### src/rtl/filter_sequencer.sv
// Purpose: per-frame strobe sequencer for the filter datapath; runs CLEAR/SETTLE/RUN on filter changes.
// Latency: every output is registered; a filter_req change sampled at frame end appears on the next phase 0.
// Backpressure: none; the phase counter free-runs every cycle and cannot be stalled.
//
// Ports:
//   clk_144     in   single clock, rising edge
//   reset       in   synchronous, active-high
//   filter_req  in   [2:0] requested filter, sampled only at frame end
//   frame_start out  strobe in phase 0 of every frame
//   hp_en       out  highpass enable, phase 0 (suppressed in CLEAR)
//   lp_en       out  lowpass enable, phase 1 (suppressed in CLEAR)
//   out_load    out  output register load, last phase of every frame
//   filter_sel  out  [2:0] filter currently applied to the datapath
//   state_clr   out  clears filter delay lines for the whole CLEAR frame
//   mute        out  forces downstream output to zero in CLEAR and SETTLE
//   settling    out  high whenever the sequencer is not in RUN
module filter_sequencer #(
    parameter int FRAME_CYCLES  = 3,
    parameter int SETTLE_FRAMES = 16
) (
    input  logic       clk_144,
    input  logic       reset,
    input  logic [2:0] filter_req,
    output logic       frame_start,
    output logic       hp_en,
    output logic       lp_en,
    output logic       out_load,
    output logic [2:0] filter_sel,
    output logic       state_clr,
    output logic       mute,
    output logic       settling
);

    localparam int PW = (FRAME_CYCLES > 1) ? $clog2(FRAME_CYCLES) : 1;
    localparam int CW = (SETTLE_FRAMES > 0) ? $clog2(SETTLE_FRAMES + 1) : 1;
    localparam logic [PW-1:0] LAST_PH     = PW'(FRAME_CYCLES - 1);
    localparam logic [PW-1:0] LP_PH       = PW'(1);
    localparam logic [CW-1:0] SETTLE_LAST = CW'(SETTLE_FRAMES - 1);

    typedef enum logic [1:0] {
        CLEAR  = 2'd0,
        SETTLE = 2'd1,
        RUN    = 2'd2
    } state_t;

    state_t          state;
    state_t          state_nxt;
    logic [PW-1:0]   phase;
    logic [PW-1:0]   phase_nxt;
    logic [CW-1:0]   settle_cnt;
    logic [CW-1:0]   settle_cnt_nxt;
    logic [2:0]      sel_nxt;
    logic            frame_end;
    // Low for the first cycle out of reset so that cycle is forced to phase 0
    // without running a frame-end evaluation.
    logic            armed;

    // State register
    always_ff @(posedge clk_144) begin
        if (reset) begin
            state      <= CLEAR;
            settle_cnt <= '0;
            phase      <= '0;
            armed      <= 1'b0;
        end else begin
            state      <= state_nxt;
            settle_cnt <= settle_cnt_nxt;
            phase      <= phase_nxt;
            armed      <= 1'b1;
        end
    end

    // Next-state logic: phase advance and the frame-end rules in priority order
    always_comb begin
        state_nxt      = state;
        settle_cnt_nxt = settle_cnt;
        sel_nxt        = filter_sel;
        phase_nxt      = phase;
        frame_end      = armed && (phase == LAST_PH);

        if (!armed || frame_end) begin
            phase_nxt = '0;
        end else begin
            phase_nxt = phase + PW'(1);
        end

        if (frame_end) begin
            if (filter_req != filter_sel) begin
                sel_nxt        = filter_req;
                state_nxt      = CLEAR;
                settle_cnt_nxt = '0;
            end else begin
                case (state)
                    CLEAR: begin
                        state_nxt      = SETTLE;
                        settle_cnt_nxt = '0;
                    end
                    SETTLE: begin
                        // Count stops at SETTLE_LAST, so it can never wrap.
                        if (settle_cnt == SETTLE_LAST) begin
                            state_nxt = RUN;
                        end else begin
                            settle_cnt_nxt = settle_cnt + CW'(1);
                        end
                    end
                    default: state_nxt = RUN;
                endcase
            end
        end
    end

    // Outputs are decoded from the next-cycle phase/state and registered, so
    // each output lines up with the cycle it describes and filter_req only
    // reaches outputs through a flop.
    always_ff @(posedge clk_144) begin
        if (reset) begin
            frame_start <= 1'b0;
            hp_en       <= 1'b0;
            lp_en       <= 1'b0;
            out_load    <= 1'b0;
            filter_sel  <= 3'd0;
            state_clr   <= 1'b1;
            mute        <= 1'b1;
            settling    <= 1'b1;
        end else begin
            frame_start <= (phase_nxt == '0);
            hp_en       <= (phase_nxt == '0) && (state_nxt != CLEAR);
            lp_en       <= (phase_nxt == LP_PH) && (state_nxt != CLEAR);
            out_load    <= (phase_nxt == LAST_PH);
            filter_sel  <= sel_nxt;
            state_clr   <= (state_nxt == CLEAR);
            mute        <= (state_nxt != RUN);
            settling    <= (state_nxt != RUN);
        end
    end

endmodule

### config.mk
export PLATFORM = sky130hd
export DESIGN_NAME = filter_sequencer
export DESIGN_NICKNAME = d
export VERILOG_FILES = /design/src/rtl/filter_sequencer.sv
export SDC_FILE = /design/constraint.sdc
export NUM_CORES = 1
export LEC_CHECK = 0
export ABC_AREA = 1
export CAP_MARGIN = 20
export CORE_MARGIN = 2
export CORE_UTILIZATION = 45
export DETAILED_ROUTE_END_ITERATION = 8
export GPL_ROUTABILITY_DRIVEN = 0
export PLACE_DENSITY = 0.69
export SETUP_SLACK_MARGIN = 0.02
export SYNTH_ARGS = -nofsm -noshare
export SYNTH_HDL_FRONTEND = slang
export SYNTH_SLANG_ARGS = --single-unit
### constraint.sdc
create_clock -name clk_144 -period 3.4 [get_ports clk_144]
set_clock_uncertainty 0.15 [all_clocks]
set_input_delay 0.34 -clock clk_144 [delete_from_list [all_inputs] [get_ports clk_144]]
set_output_delay 0.34 -clock clk_144 [all_outputs]
set_load 0.03 [all_outputs]
Word-level counts from Yosys, hierarchy flattened
Cells that the tools add are included.

Bits in latches: 0. Input port bits: 5. Word-level logic and storage cells: 42. Flip-flop bits (word level): 19. Memories kept: 0. Output and inout port bits: 10. Bits in writable memories: 0. ROM bits: 0.

$add $sub $neg: 2. Magnitude comparators: 0. Shift-type cells: 0. Reductions and logical operators: 12. Mux-type cells: 9. Div/mod/pow operators: 0. Eq/ne operators: 8. Bitwise gates (word level): 0. Multiply operators: 0.

Operator list (count): 5-bit 2-to-1 mux (2); 5-bit case mux with 2 select lines (1); 2-bit 2-to-1 mux (4); 2-bit zero test (3); 5-bit by 1-bit adder with 5-bit output, second input constant (1); 5-bit by 4-bit == test with 1-bit output, second input constant (1); 2-bit by 1-bit == test with 1-bit output, second input constant (2); 2-bit == test, second input constant (2); 2-bit case mux with 2 select lines (1); 1-bit logical AND (3); 3-bit != test (1); 3-bit != test, second input constant (1); 3-bit AND reduction (1); 3-bit nonzero test (1); 2-bit by 1-bit adder with 2-bit output, second input constant (1); 2-bit != test, second input constant (1); 2-bit AND reduction (1); 2-bit nonzero test (1); 1-bit zero test (1); 1-bit logical OR (1); 1-bit 2-to-1 mux (1).

Longest topological paths before layout
Depth after elaboration: 7. Gate-level depth with buffers: 12. Depth with buffers taken out: 12.

Least setup slack after synthesis
OpenSTA, ideal clock, no wires.

Path type: register to register. Start: reg settle_cnt[0]. End: reg settle_cnt[2]. Data required time: 3184 ps. Slack: 1762 ps. Setup time: 66 ps. Path buffers: 0. Arrival time: 1421 ps. Period minus slack after synthesis: 1638 ps. Stages on the path, launching flop included: 12. Cells stage by stage: dfxtp_1 > ha_1 > nand2_1 > nor2_1 > ha_1 > nand2_1 > nand2_1 > nor2_4 > inv_2 > nor2_4 > nand2_1 > a21oi_2.

Longest elaborated chain between the ends: 4. Elaborated cells on any way between the ends: 7. Classes of those cells: 1 x add/sub; 2 x eq/ne; 3 x mux; 1 x reduce/logical.

RTL lines: start, declared (RTL line 50) `logic [CW-1:0] settle_cnt;`; start signal, assigned (RTL line 67) `settle_cnt <= settle_cnt_nxt;`; 5-bit by 1-bit adder with 5-bit output (RTL line 103) `settle_cnt_nxt = settle_cnt + CW'(1);`; 5-bit 2-to-1 mux (RTL line 100) `if (settle_cnt == SETTLE_LAST) begin`; 5-bit case mux with 2 select lines (RTL line 93) `case (state)`; 5-bit 2-to-1 mux (RTL line 88) `if (filter_req != filter_sel) begin`.

Parallel ways exist; a longest one is shown, timed or not. The select of a mux whose other input is x is not followed. A chain may end at the register's enable or synchronous reset.

Worst setup path in the final report
Start: reg filter_sel[1]. End: out filter_sel[1].

RTL lines: start, declared (RTL line 28) `output logic [2:0] filter_sel,`; start signal, assigned (RTL line 130) `filter_sel <= sel_nxt;`.

No word-level cell between the ends.

==> reports/metrics.yaml <==
outcome:
  status: "finished clean"
routing:
  detail-route-antenna-nets: 0
  drt-total-wl_um: 1630
  drt-pass1-iter-count: 2
  wl_per_cell_um: 9.99
  drc_errors: 0
  detail_route.iter0.violations: 6
  num_vias: 766
  detail_route.vias_per_cell: 4.70
power:
  peakVddDrop_v: 0.000223
  p_leak_nw: 0.419
  power_density_nw_per_um2: 347
  finalPower_mw: 0.378
clock_tree:
  cts_tree: "built"
  h-tree-depth: 1
  hold_buffers: 0
  cts.sinks: 19
  cts_resized: 0
  cts_max_path_buffers: 2
  cts_root_buffer: "clkbuf_4"
  post_cts_buffers: 0
  cts-buffers-inserted: 3
  clkTransAtPathRegs_ns: 0.10
  clk_latency_ns: 0.30
setup_path:
  start_kind: "flip-flop"
  cpLargestDelayFamily: "buffers and inverters"
  worstPathCellList: "clkdlybuf4s50_1"
  worst_ep_required_time_ns: 2.91
  end_kind: "output port"
  max_stage_delay_ns: 0.69
  arrival_ns: 1.40
  cp_slowest_cell: "clkdlybuf4s50_1"
  crit_buf_inv: 1
  crit_type: "flip-flop to output port"
  path_max_fanout: 5
layout:
  fin_nets: 145
  area_delta_synth_final_pct: 21.0
  instances_no_fill: 163
  fillerInstances: 198
  antenna-diode-count: 0
  drive_gt1_frac: 0.162
  final_util: 0.567
global_routing:
  grt_pass1_wl_um: 2970
  use_met1: 0.168
  use_met3: 0.0309
  met2_usage: 0.301
  gr-usage-all-layers: 0.159
  top_usage_layer: "met2"
  grt_pass1_vias: 774
  grt_overflow_total: 0
  antenna_found_initial: 0
  grt_max_degree: 12
yosys:
  ys_seq_area_frac: 0.422
  synth_top_area_share: 0.422
  ys_ff_latch: 19
  avgSynthCellArea_sq_um: 7.51
  synth_area_leaders: "dfxtp_1 42%, nand2_1 11%, inv_1 7.1%, nand3_1 5.6%, ha_1 4.2%"
  synth_top_area_cell: "dfxtp_1"
  ys_types: 21
  yosys_warnings: 0
  synth.cell_area_sq_um: 901
  syn_nets: 128
  syn_inst: 120
hold_path:
  hp-class: "flip-flop to flip-flop"
timing:
  fin_crit_ns: 1.89
  fin_tns_setup_ns: 0
  hold_viol_final: 0
  post-route-period-util: 0.557
  setup_viol: 0
  tightest_slew_ns: 0.582
  max_freq_ghz: 0.528
  relSlewSlack: 0.611
  report.final.slew_viol_count: 0
  rsz0062_at_grt: "false"
  holdWs_ns: 0.334
floorplan:
  dieArea_sq_um: 2380
  die_w_um: 48.7
  core-area_sq_um: 1920
  die_h_um: 48.7
  start_util: 0.469
  rows: 16
  io-pin-count: 15
placed_design:
  dp_cells: 159
  io_buffers: 14
  place.detailed.hpwl_um: 1290
run:
  max-cap-violations: 0
## per-layer routing
metal	vias to the layer above	part of all wire
li1	410	-
met2	9	0.52
met5	-	0
met1	342	0.43
met3	5	0.029
met4	0	0.022
## final timing paths
| path | start | endpoint | slack, ns | cells after the start |
|---|---|---|---|---|
| setup / recovery | filter_sel[1] | filter_sel[1] | 1.51 | 1 |
| hold / removal | phase[0] | out_load | 0.33 | 2 |
| setup reg to reg | settle_cnt[0] | settle_cnt[1] | 1.56 | 11 |
| hold reg to reg | phase[0] | out_load | 0.33 | 2 |
## flip-flops by register name, indices dropped and copies added (netlist names)
register     cells
state            2
frame_start      1
out_load         1
state_clr        1
armed            1
phase            2
settling         1
settle_cnt       5
lp_en            1
hp_en            1
filter_sel       3
## cells by family after synthesis
group	synth area share
buf+inv	0.101
compound gates	0.0889
xor+xnor	0.00972
flops	0.422
fa+ha+maj	0.0417
simple gates	0.336
## cells in the mapped netlist
master	count
a21oi_2	4
nand3_1	10
nand3_2	1
a21oi_1	6
nand2_2	3
o21ai_0	3
nor2_2	2
buf_2	1
ha_1	3
nand4_1	2
nor2_4	3
nand2_1	27
xnor2_1	1
buf_4	1
inv_1	17
nand2_4	1
inv_2	4
nor3_1	3
nor2_1	8
nor3b_1	1
dfxtp_1	19
## cell usage in the layout (no fill, tap or decap)
master,n
a21oi_1,6
a21oi_2,4
clkbuf_4,3
clkdlybuf4s50_1,14
clkinv_2,1
dfxtp_1,19
ha_1,3
inv_1,17
inv_2,4
nand2_1,27
nand2_2,3
nand2_4,1
nand3_1,10
nand3_2,1
nand4_1,2
nor2_1,8
nor2_2,2
nor2_4,3
nor3_1,3
nor3b_1,1
o21ai_0,3
xnor2_1,1
## final cells by class
class                      instances  area [sq um]  area share
clock buffer                       3          22.5      0.0207
clock inverter                     1          5.00     0.00459
inverter                          21          78.8      0.0723
multi-input combinational         78           429       0.394
sequential                        19           380       0.349
tap                               27          33.8      0.0310
timing repair buffer              14           140       0.129
## metrics by stage
| step | area (sq um) | worst slack (ns) |
|---|---|---|
| final | 1090 | 1.51 |
| after detailed placement | 1060 | 1.55 |
| after global routing | 1090 | 1.42 |
| after CTS | 1090 | 1.50 |
| after floorplan | 901 | 1.76 |
| after global placement | 1060 | 1.58 |
## report_power, final
| part | leakage, nW | switching (mW) | internal, mW |
|---|---|---|---|
| clock network | 0.0177 | 0.0695 | 0.0439 |
| registers | 0.154 | 0.00196 | 0.226 |
| logic | 0.247 | 0.0227 | 0.0140 |
Note: power is estimated with default switching activity, not from simulation.
